--- src/rtl/axis_pkg.sv ---
// Shared definitions for the AXI4-Stream blocks: frame FSM states and the fill
// values driven on sideband fields that a block instance does not propagate.
package axis_pkg;

  typedef enum logic {
    ST_IDLE   = 1'b0,
    ST_ACTIVE = 1'b1
  } state_t;

  localparam logic KEEP_FILL = 1'b1;
  localparam logic ID_FILL   = 1'b0;
  localparam logic DEST_FILL = 1'b0;
  localparam logic USER_FILL = 1'b0;

endpackage

--- src/rtl/axis_skid_reg.sv ---
// Two-entry registered stream stage: an output register plus a temp register
// that catches the one beat in flight when downstream stalls.
module axis_skid_reg #(
  parameter int WIDTH = 8
) (
  input  logic             clk,
  input  logic             rst_n,
  input  logic [WIDTH-1:0] s_data,
  input  logic             s_valid,
  output logic             s_ready,
  output logic [WIDTH-1:0] m_data,
  output logic             m_valid,
  input  logic             m_ready
);

  logic [WIDTH-1:0] out_data_reg;
  logic             out_valid_reg;
  logic             out_valid_next;
  logic [WIDTH-1:0] temp_data_reg;
  logic             temp_valid_reg;
  logic             temp_valid_next;
  logic             ready_reg;
  logic             accept;
  logic             load_out_from_in;
  logic             load_out_from_temp;
  logic             load_temp;

  assign accept  = s_valid & ready_reg;
  assign s_ready = ready_reg;
  assign m_data  = out_data_reg;
  assign m_valid = out_valid_reg;

  always_comb begin
    out_valid_next     = out_valid_reg;
    temp_valid_next    = temp_valid_reg;
    load_out_from_in   = 1'b0;
    load_out_from_temp = 1'b0;
    load_temp          = 1'b0;
    if (m_ready || !out_valid_reg) begin
      if (temp_valid_reg) begin
        // Temp is older than anything upstream could offer, so it drains first.
        out_valid_next     = 1'b1;
        temp_valid_next    = 1'b0;
        load_out_from_temp = 1'b1;
      end else begin
        out_valid_next   = accept;
        load_out_from_in = accept;
      end
    end else if (accept) begin
      temp_valid_next = 1'b1;
      load_temp       = 1'b1;
    end
  end

  // Ready is a pure register: upstream never sees a path from m_ready.
  always_ff @(posedge clk or negedge rst_n) begin
    if (!rst_n) begin
      out_data_reg   <= '0;
      out_valid_reg  <= 1'b0;
      temp_data_reg  <= '0;
      temp_valid_reg <= 1'b0;
      ready_reg      <= 1'b0;
    end else begin
      out_valid_reg  <= out_valid_next;
      temp_valid_reg <= temp_valid_next;
      ready_reg      <= ~temp_valid_next;
      if (load_out_from_in) begin
        out_data_reg <= s_data;
      end else if (load_out_from_temp) begin
        out_data_reg <= temp_data_reg;
      end
      if (load_temp) begin
        temp_data_reg <= s_data;
      end
    end
  end

endmodule

--- src/rtl/axis_mux2_frame.sv ---
// Two-port AXI4-Stream frame mux: the port is chosen at frame start from
// enable/select and held until the frame's tlast beat has been accepted.
module axis_mux2_frame
  import axis_pkg::*;
#(
  parameter int DATA_WIDTH  = 32,
  parameter int KEEP_ENABLE = (DATA_WIDTH > 8) ? 1 : 0,
  parameter int KEEP_WIDTH  = DATA_WIDTH / 8,
  parameter int ID_ENABLE   = 0,
  parameter int ID_WIDTH    = 8,
  parameter int DEST_ENABLE = 0,
  parameter int DEST_WIDTH  = 8,
  parameter int USER_ENABLE = 1,
  parameter int USER_WIDTH  = 1
) (
  input  logic                  clk,
  input  logic                  rst_n,

  input  logic [DATA_WIDTH-1:0] s00_axis_tdata,
  input  logic [KEEP_WIDTH-1:0] s00_axis_tkeep,
  input  logic [ID_WIDTH-1:0]   s00_axis_tid,
  input  logic [DEST_WIDTH-1:0] s00_axis_tdest,
  input  logic [USER_WIDTH-1:0] s00_axis_tuser,
  input  logic                  s00_axis_tvalid,
  output logic                  s00_axis_tready,
  input  logic                  s00_axis_tlast,

  input  logic [DATA_WIDTH-1:0] s01_axis_tdata,
  input  logic [KEEP_WIDTH-1:0] s01_axis_tkeep,
  input  logic [ID_WIDTH-1:0]   s01_axis_tid,
  input  logic [DEST_WIDTH-1:0] s01_axis_tdest,
  input  logic [USER_WIDTH-1:0] s01_axis_tuser,
  input  logic                  s01_axis_tvalid,
  output logic                  s01_axis_tready,
  input  logic                  s01_axis_tlast,

  output logic [DATA_WIDTH-1:0] m_axis_tdata,
  output logic [KEEP_WIDTH-1:0] m_axis_tkeep,
  output logic [ID_WIDTH-1:0]   m_axis_tid,
  output logic [DEST_WIDTH-1:0] m_axis_tdest,
  output logic [USER_WIDTH-1:0] m_axis_tuser,
  output logic                  m_axis_tvalid,
  input  logic                  m_axis_tready,
  output logic                  m_axis_tlast,

  input  logic                  enable,
  input  logic                  select
);

  localparam int PAYLOAD_W = DATA_WIDTH + KEEP_WIDTH + ID_WIDTH + DEST_WIDTH + USER_WIDTH + 1;

  state_t                state_reg;
  logic                  sel_reg;

  logic                  grant_valid;
  logic                  grant_sel;
  logic [1:0]            port_valid;
  logic [1:0]            port_ready;
  logic                  in_valid;
  logic                  in_ready;
  logic                  accept;

  logic [DATA_WIDTH-1:0] mux_data;
  logic [KEEP_WIDTH-1:0] mux_keep;
  logic [ID_WIDTH-1:0]   mux_id;
  logic [DEST_WIDTH-1:0] mux_dest;
  logic [USER_WIDTH-1:0] mux_user;
  logic                  mux_last;

  logic [KEEP_WIDTH-1:0] gated_keep;
  logic [ID_WIDTH-1:0]   gated_id;
  logic [DEST_WIDTH-1:0] gated_dest;
  logic [USER_WIDTH-1:0] gated_user;

  logic [PAYLOAD_W-1:0]  in_payload;
  logic [PAYLOAD_W-1:0]  out_payload;

  // Between frames the grant follows select live; inside a frame it is frozen.
  always_comb begin
    grant_valid = 1'b0;
    grant_sel   = 1'b0;
    case (state_reg)
      ST_IDLE: begin
        grant_valid = enable;
        grant_sel   = select;
      end
      ST_ACTIVE: begin
        grant_valid = 1'b1;
        grant_sel   = sel_reg;
      end
      default: begin
        grant_valid = 1'b0;
        grant_sel   = 1'b0;
      end
    endcase
  end

  assign port_valid = {s01_axis_tvalid, s00_axis_tvalid};

  for (genvar gi = 0; gi < 2; gi++) begin : g_port_ready
    assign port_ready[gi] = grant_valid && (grant_sel == 1'(gi)) && in_ready;
  end

  assign s00_axis_tready = port_ready[0];
  assign s01_axis_tready = port_ready[1];

  assign in_valid = grant_valid && port_valid[grant_sel];
  assign accept   = in_valid && in_ready;

  always_comb begin
    mux_data = s00_axis_tdata;
    mux_keep = s00_axis_tkeep;
    mux_id   = s00_axis_tid;
    mux_dest = s00_axis_tdest;
    mux_user = s00_axis_tuser;
    mux_last = s00_axis_tlast;
    if (grant_sel) begin
      mux_data = s01_axis_tdata;
      mux_keep = s01_axis_tkeep;
      mux_id   = s01_axis_tid;
      mux_dest = s01_axis_tdest;
      mux_user = s01_axis_tuser;
      mux_last = s01_axis_tlast;
    end
  end

  // Disabled sideband fields are replaced before storage so the skid stage
  // only ever holds what downstream should see.
  assign gated_keep = (KEEP_ENABLE != 0) ? mux_keep : {KEEP_WIDTH{KEEP_FILL}};
  assign gated_id   = (ID_ENABLE   != 0) ? mux_id   : {ID_WIDTH{ID_FILL}};
  assign gated_dest = (DEST_ENABLE != 0) ? mux_dest : {DEST_WIDTH{DEST_FILL}};
  assign gated_user = (USER_ENABLE != 0) ? mux_user : {USER_WIDTH{USER_FILL}};

  assign in_payload = {mux_data, gated_keep, gated_id, gated_dest, gated_user, mux_last};

  axis_skid_reg #(
    .WIDTH (PAYLOAD_W)
  ) u_skid (
    .clk     (clk),
    .rst_n   (rst_n),
    .s_data  (in_payload),
    .s_valid (in_valid),
    .s_ready (in_ready),
    .m_data  (out_payload),
    .m_valid (m_axis_tvalid),
    .m_ready (m_axis_tready)
  );

  assign {m_axis_tdata, m_axis_tkeep, m_axis_tid, m_axis_tdest, m_axis_tuser, m_axis_tlast} = out_payload;

  always_ff @(posedge clk or negedge rst_n) begin
    if (!rst_n) begin
      state_reg <= ST_IDLE;
      sel_reg   <= 1'b0;
    end else if (accept) begin
      case (state_reg)
        ST_IDLE: begin
          sel_reg   <= select;
          state_reg <= mux_last ? ST_IDLE : ST_ACTIVE;
        end
        ST_ACTIVE: begin
          if (mux_last) begin
            state_reg <= ST_IDLE;
          end
        end
        default: state_reg <= ST_IDLE;
      endcase
    end
  end

endmodule

--- config.mk ---
export PLATFORM = sky130hd
export DESIGN_NAME = axis_mux2_frame
export DESIGN_NICKNAME = d
export VERILOG_FILES = /design/src/rtl/axis_pkg.sv /design/src/rtl/axis_skid_reg.sv /design/src/rtl/axis_mux2_frame.sv
export SDC_FILE = /design/constraint.sdc
export NUM_CORES = 1
export LEC_CHECK = 0
export CAP_MARGIN = 30
export CORE_ASPECT_RATIO = 1.2
export CORE_UTILIZATION = 47
export CTS_CLUSTER_SIZE = 14
export DETAILED_ROUTE_END_ITERATION = 8
export GPL_TIMING_DRIVEN = 0
export PLACE_DENSITY = 0.87
export SLEW_MARGIN = 30
export SYNTH_ARGS = -nofsm -noshare
export SYNTH_HDL_FRONTEND = slang
export SYNTH_SLANG_ARGS = --single-unit
export TNS_END_PERCENT = 30
--- constraint.sdc ---
create_clock -name clk -period 3.9 [get_ports clk]
set_input_delay 0.78 -clock clk [delete_from_list [all_inputs] [get_ports clk]]
set_output_delay 0.78 -clock clk [all_outputs]
set_load 0.02 [all_outputs]
**Word-level counts from Yosys, hierarchy flattened**

Index checks and enable logic that the tools add are counted.

- Reduce and logical (&&, ||, !) cells: 10
- Mux-type cells: 20
- Magnitude comparators: 1
- Bitwise gates (word level): 4

Operators with widths:

| kind | number |
|---|---|
| 2-to-1 mux 54 bit | 2 |
| 2-to-1 mux 32 bit | 1 |
| 2-to-1 mux 1 bit | 14 |
| logical AND 1 bit | 6 |
| 2-to-1 mux 4 bit | 1 |
| case mux 1 bit (2 select lines) | 2 |
| inverter 1 bit | 3 |
| < comparator 1 x 2 -> 1 bit (second input constant) | 1 |
| AND reduction 2 bit | 1 |
| nonzero test 2 bit | 1 |
| AND 1 bit | 1 |
| logical NOT 1 bit | 1 |
| logical OR 1 bit | 1 |

- Logic and storage cells: 42
- Output and inout bits: 57
- Flip-flop bits (word level): 97

**Logic depth before layout (Yosys ltp)**

- Depth in word-level cells: 9
- Depth in mapped cells: 8

**Hierarchy**

From an unflattened synthesis, not the netlist that was laid out.

- Cells, all modules: 491
- Area total of the unflattened synthesis: 5883.1 sq um

Modules (own cells, without submodules):

| module | area each (sq um) | cells each | instances |
|---|---|---|---|
| axis_skid_reg | 5277.6 | 431 | 1 |
| axis_mux2_frame | 605.6 | 60 | 1 |

**Least setup slack after synthesis**

OpenSTA, ideal clock, no wires.

- Path kind: input to output
- From: in select
- To: out s00_axis_tready
- Data required time: 3.120 ns
- Setup slack: 1.258 ns
- Cell stages on the path: 5
- Data arrival time: 1.862 ns
- Path buffers: 2
- Cell sequence: mux2i_1 -> buf_2 -> buf_4 -> inv_1 -> nor2_1

- Longest elaborated chain between the ends: 4

Ends and longest elaborated chain:

| element | RTL line | RTL |
|---|---|---|
| from (decl) | axis_mux2_frame.sv:47 | `input logic select` |
| case mux 1 bit (2 select lines) | axis_mux2_frame.sv:82 | `case (state_reg)` |
| inverter 1 bit | axis_mux2_frame.sv:101 | `assign port_ready[gi] = grant_valid && (grant_sel == 1'(gi)) && in_ready;` |
| logical AND 1 bit (2 in a row) | axis_mux2_frame.sv:101 |  |
| to (decl) | axis_mux2_frame.sv:25 | `output logic s00_axis_tready,` |

Every way passes these cells.

**Worst setup path after layout**

Ends and elaborated chain as after synthesis.

==> impl.org <==
** Finish
- Share of cells above drive strength 1 :: between 15 and 20%
- Final non-filler cell total :: 646
- Area grow syn2layout :: 40.4%
- Total area of sequential cells :: just over 2000 um^2
- Share of the core filled with cells :: about two thirds
- Fill cells in the final layout number 649.
- Area occupied by multi-input gates :: ~1700 um^2
- The number of antenna diodes in the final layout is 0.
- At the end of the flow, the number of nets in the layout was 640.

** Critical path
- The startpoint identified for the worst register-to-register timing path is state_reg.
- The endpoint identified for the worst register-to-register timing path is u_skid.temp_data_reg[35].
- Biggest fanout along the worst timing path :: 10
- Worst Setup End Kind :: output pin
- Critical path start-end classification :: input port to output pin
- Broken down by cell family, the worst path's largest delay share belongs to buffers and inverters.
- Startpoint Class :: input port
- Number of cell instances on the worst register-to-register path :: 7
- Data required time of the worst path :: 3.12 ns
- The slowest stage of the critical path is the clkdlybuf4s50_1 cell.
- Arrival time of the worst setup path :: ~2.9 ns
- Register-to-register path setup slack :: approximately 1.8 ns
- Chain of cells forming the critical path :: clkdlybuf4s50_1 -> mux2i_2 -> clkbuf_4 -> buf_4 -> inv_1 -> nor2_1 -> clkdlybuf4s50_1
- The number of buffers and inverters on the critical path is 5.
- Most common cell on crit path :: clkdlybuf4s50_1
- Largest incremental delay on the critical path :: 0.63 ns

** Global routing
- met2 is the most crowded layer.
- Global-route wire length before repair :: 15600 um
- Via count of the first global-routing pass :: 3322
- Antenna violations before repair :: 0
- Global routing usage on met1 :: ~27%
- Met2 capacity usage during global routing :: 37.5%
- M3 GR Usage :: 3.48%
- Pin count of the biggest net entering global routing :: 45
- Summed over all layers, the global routing overflow is 0.
- Global router's overall resource usage :: 21.8%

** Placement
- The congestion estimate from routability-driven global placement came to 0.870.
- The wire-length estimate of the detail-placed layout is 7190 um.
- Buffers placed on the I/O ports in this run total 123.
- Number of placed instances with taps included :: 631

** Clock network
- TritonCTS built the clock tree.
- Number of CTS-inserted buffers :: 9
- CTS saw 81 sinks.
- Clock-pin slew was measured on the worst setup and hold paths at 0.08 ns.
- Clock latency on the worst-skew pair :: 0.35 ns
- The cell sitting at the root of the clock tree is a clkbuf_8.
- Hold-fix buffers, CTS :: 0
- The clock passes through at most 2 buffers.
- In this run the number of H-tree levels came out at 3.

** Logic synthesis
- Post-Syn Instances :: 375
- In this run, synthesis produced a sequential element count of 81.
- Top FF cell, synth :: dfrtp_1
- During synthesis, Yosys emitted a total of 0 warnings.
- Number of enable flip-flop cells after synthesis :: 0
- Of all flip-flops after synthesis, the portion carrying an async set or reset was 100%.
- Summing the sequential cell areas from Yosys gives 48.8% of the chip area.
- In the synthesized netlist, the cells that appear most often are dfrtp_1, inv_1, mux2i_1, nand2_1, buf_4.
- The average instance in the mapped netlist occupies 11.1 um^2.
- After synthesis, the netlist uses 29 different library cells.
- Summing every instance area after synthesis gives 4150 um^2.
- Main area contributors after synthesis :: dfrtp_1, mux2i_1, o221ai_2
- In this run the biggest area consumer among cell types represents 48.8% of the synthesized area.
- dfrtp_1 is the most common cell in the netlist.
- Cell taking the most area after synthesis :: dfrtp_1

** Floorplan
- The floorplan step defined a core boundary enclosing 8560 um^2.
- Width of the die :: 87.8 um
- Row count :: 37
- The initial utilization of the core area, before any placement, comes to roughly half.
- Number of I/O pins :: 172
- The die covers 9210 um^2.
- In this run the vertical extent of the chip is 105 um.

** Drt
- Average vias per placed instance :: roughly 5.0
- After detailed routing, the average wire length per cell comes to 14.7 um.
- The first detailed-routing pass ran for 4 iterations.
- Summing over every cut layer, the via total after detailed routing is 3234.
- DR iter-0 viols :: around 110
- Routed Antenna Nets :: 0
- For this run, design rule violations remaining after detail routing come to 0.
- Final routed wirelength across all metal layers :: around 9500 um

** Status
- Status :: finished, final reports clean

** Timing
- Setup violations remaining at the end of the flow were counted as 0.
- After layout, the minimum clock period comes to 3.70 ns.
- The clock arrives with 0.0120 ns of skew.
- The max-slew violation count was 0.
- The worst pin sits at a relative slew slack of a little under three fifths.
- Based on the critical path, the design can be clocked at up to 0.270 GHz.
- Setup repair after global routing left no endpoint under its margin.
- The number of hold violations in the final report was 0.
- For the pin with the worst max-slew slack, the measured transition is 0.637 ns.
- After layout, the worst path uses 95.0% of the clock period.
- Worst slack on hold paths :: roughly 0.4 ns

** Run
- Maximum capacitance violations :: 0

** Power
- Maximum vdd drop :: roughly 0.43 mV
- In this run the power density over the cells is around 780 nW/um^2.
- In this run the static leakage power is 2.63 nW.

** Worst hold path
- Type of the tightest min-delay check :: input port to asynchronous set/reset pin
[routing by layer]
layer / vias up / share of wire (%)
li1: 1537 / -
met1: 1589 / 41
met2: 96 / 53
met3: 12 / 4.2
met4: 0 / 1.6
met5: - / 0
[stage by stage]
step / setup TNS [ns] / setup WS, ns / power, W / instance area, um^2
after global routing: 0 / 0.0555 / 0.00482 / 5830
after floorplan: 0 / 1.26 / 0.00302 / 4210
after CTS: 0 / 0.0520 / 0.00457 / 5820
after detailed placement: 0 / 0.0695 / 0.00389 / 5600
after global placement: -55.19 / -0.686 / 0.00378 / 5590
final: 0 / 0.196 / 0.00453 / 5830
[worst max path at each step]
stage,start,to,slack (ns),cells past startpoint
after floorplan,select,s00_axis_tready,1.26,5
final,select,s00_axis_tready,0.20,7
after detailed placement,select,s00_axis_tready,0.07,7
after CTS,select,s00_axis_tready,0.05,7
after global placement,rst_n,u_skid.temp_data_reg[28],-0.69,1
after global routing,select,s00_axis_tready,0.06,7
[worst register-to-register path: cells and delay by family (launching register included)]
| family | cells | cell delay [ns] |
|---|---|---|
| AOI/OAI and AO/OA | 2 | 0.43 |
| buffers and inverters | 3 | 0.72 |
| DFF | 1 | 0.38 |
| muxes | 1 | 0.24 |
| and+or+nand+nor | 1 | 0.29 |
[cells in the final DEF, fill, tap and decap left out, types with 2 or more instances in the layout]
master           instances
clkdlybuf4s50_1        122
dfrtp_1                 81
inv_1                   70
mux2i_1                 62
nand2_1                 41
buf_4                   22
o221ai_2                20
mux2_2                  16
conb_1                  16
o211ai_1                15
o221ai_1                10
clkbuf_8                10
buf_2                    7
buf_6                    4
clkbuf_1                 4
nor2_1                   3
o21ai_0                  2
nor2b_1                  2
a21oi_1                  2
bufinv_16                2
clkinvlp_4               2
[what timing repair did]
action,in CTS,in global routing
setup buffers,0,0
endpoints found under the setup margin,0,1
resized for setup,0,2
hold endpoints to repair,0,0
[cell families after synthesis]
family          after synthesis  share of synthesized area [%]
mux                          79                           19.5
buf+inv                     107                           12.5
other cells                   1                         0.0903
simple gates                 51                           5.06
flops                        81                           48.8
compound gates               56                           14.0
[power breakdown]
part / leakage [nW] / internal, W / switching [W]
Sequential: 0.954 / 0.00127 / 0.000226
Clock: 0.104 / 0.000373 / 0.000297
Combinational: 1.57 / 0.00114 / 0.00123
Total: 2.63 / 0.00278 / 0.00175
[area by class of cell]
cell class / instances / share of cell area (%)
Clock inverter: 5 / 1.37
Multi-Input combinational cell: 202 / 28.6
Tap cell: 117 / 2.51
Sequential cell: 81 / 34.8
Clock buffer: 10 / 2.36
Timing Repair Buffer: 124 / 21.4
Inverter: 70 / 4.51
Buffer: 37 / 4.47
No activity file was read; power rests on OpenSTA's default activity.
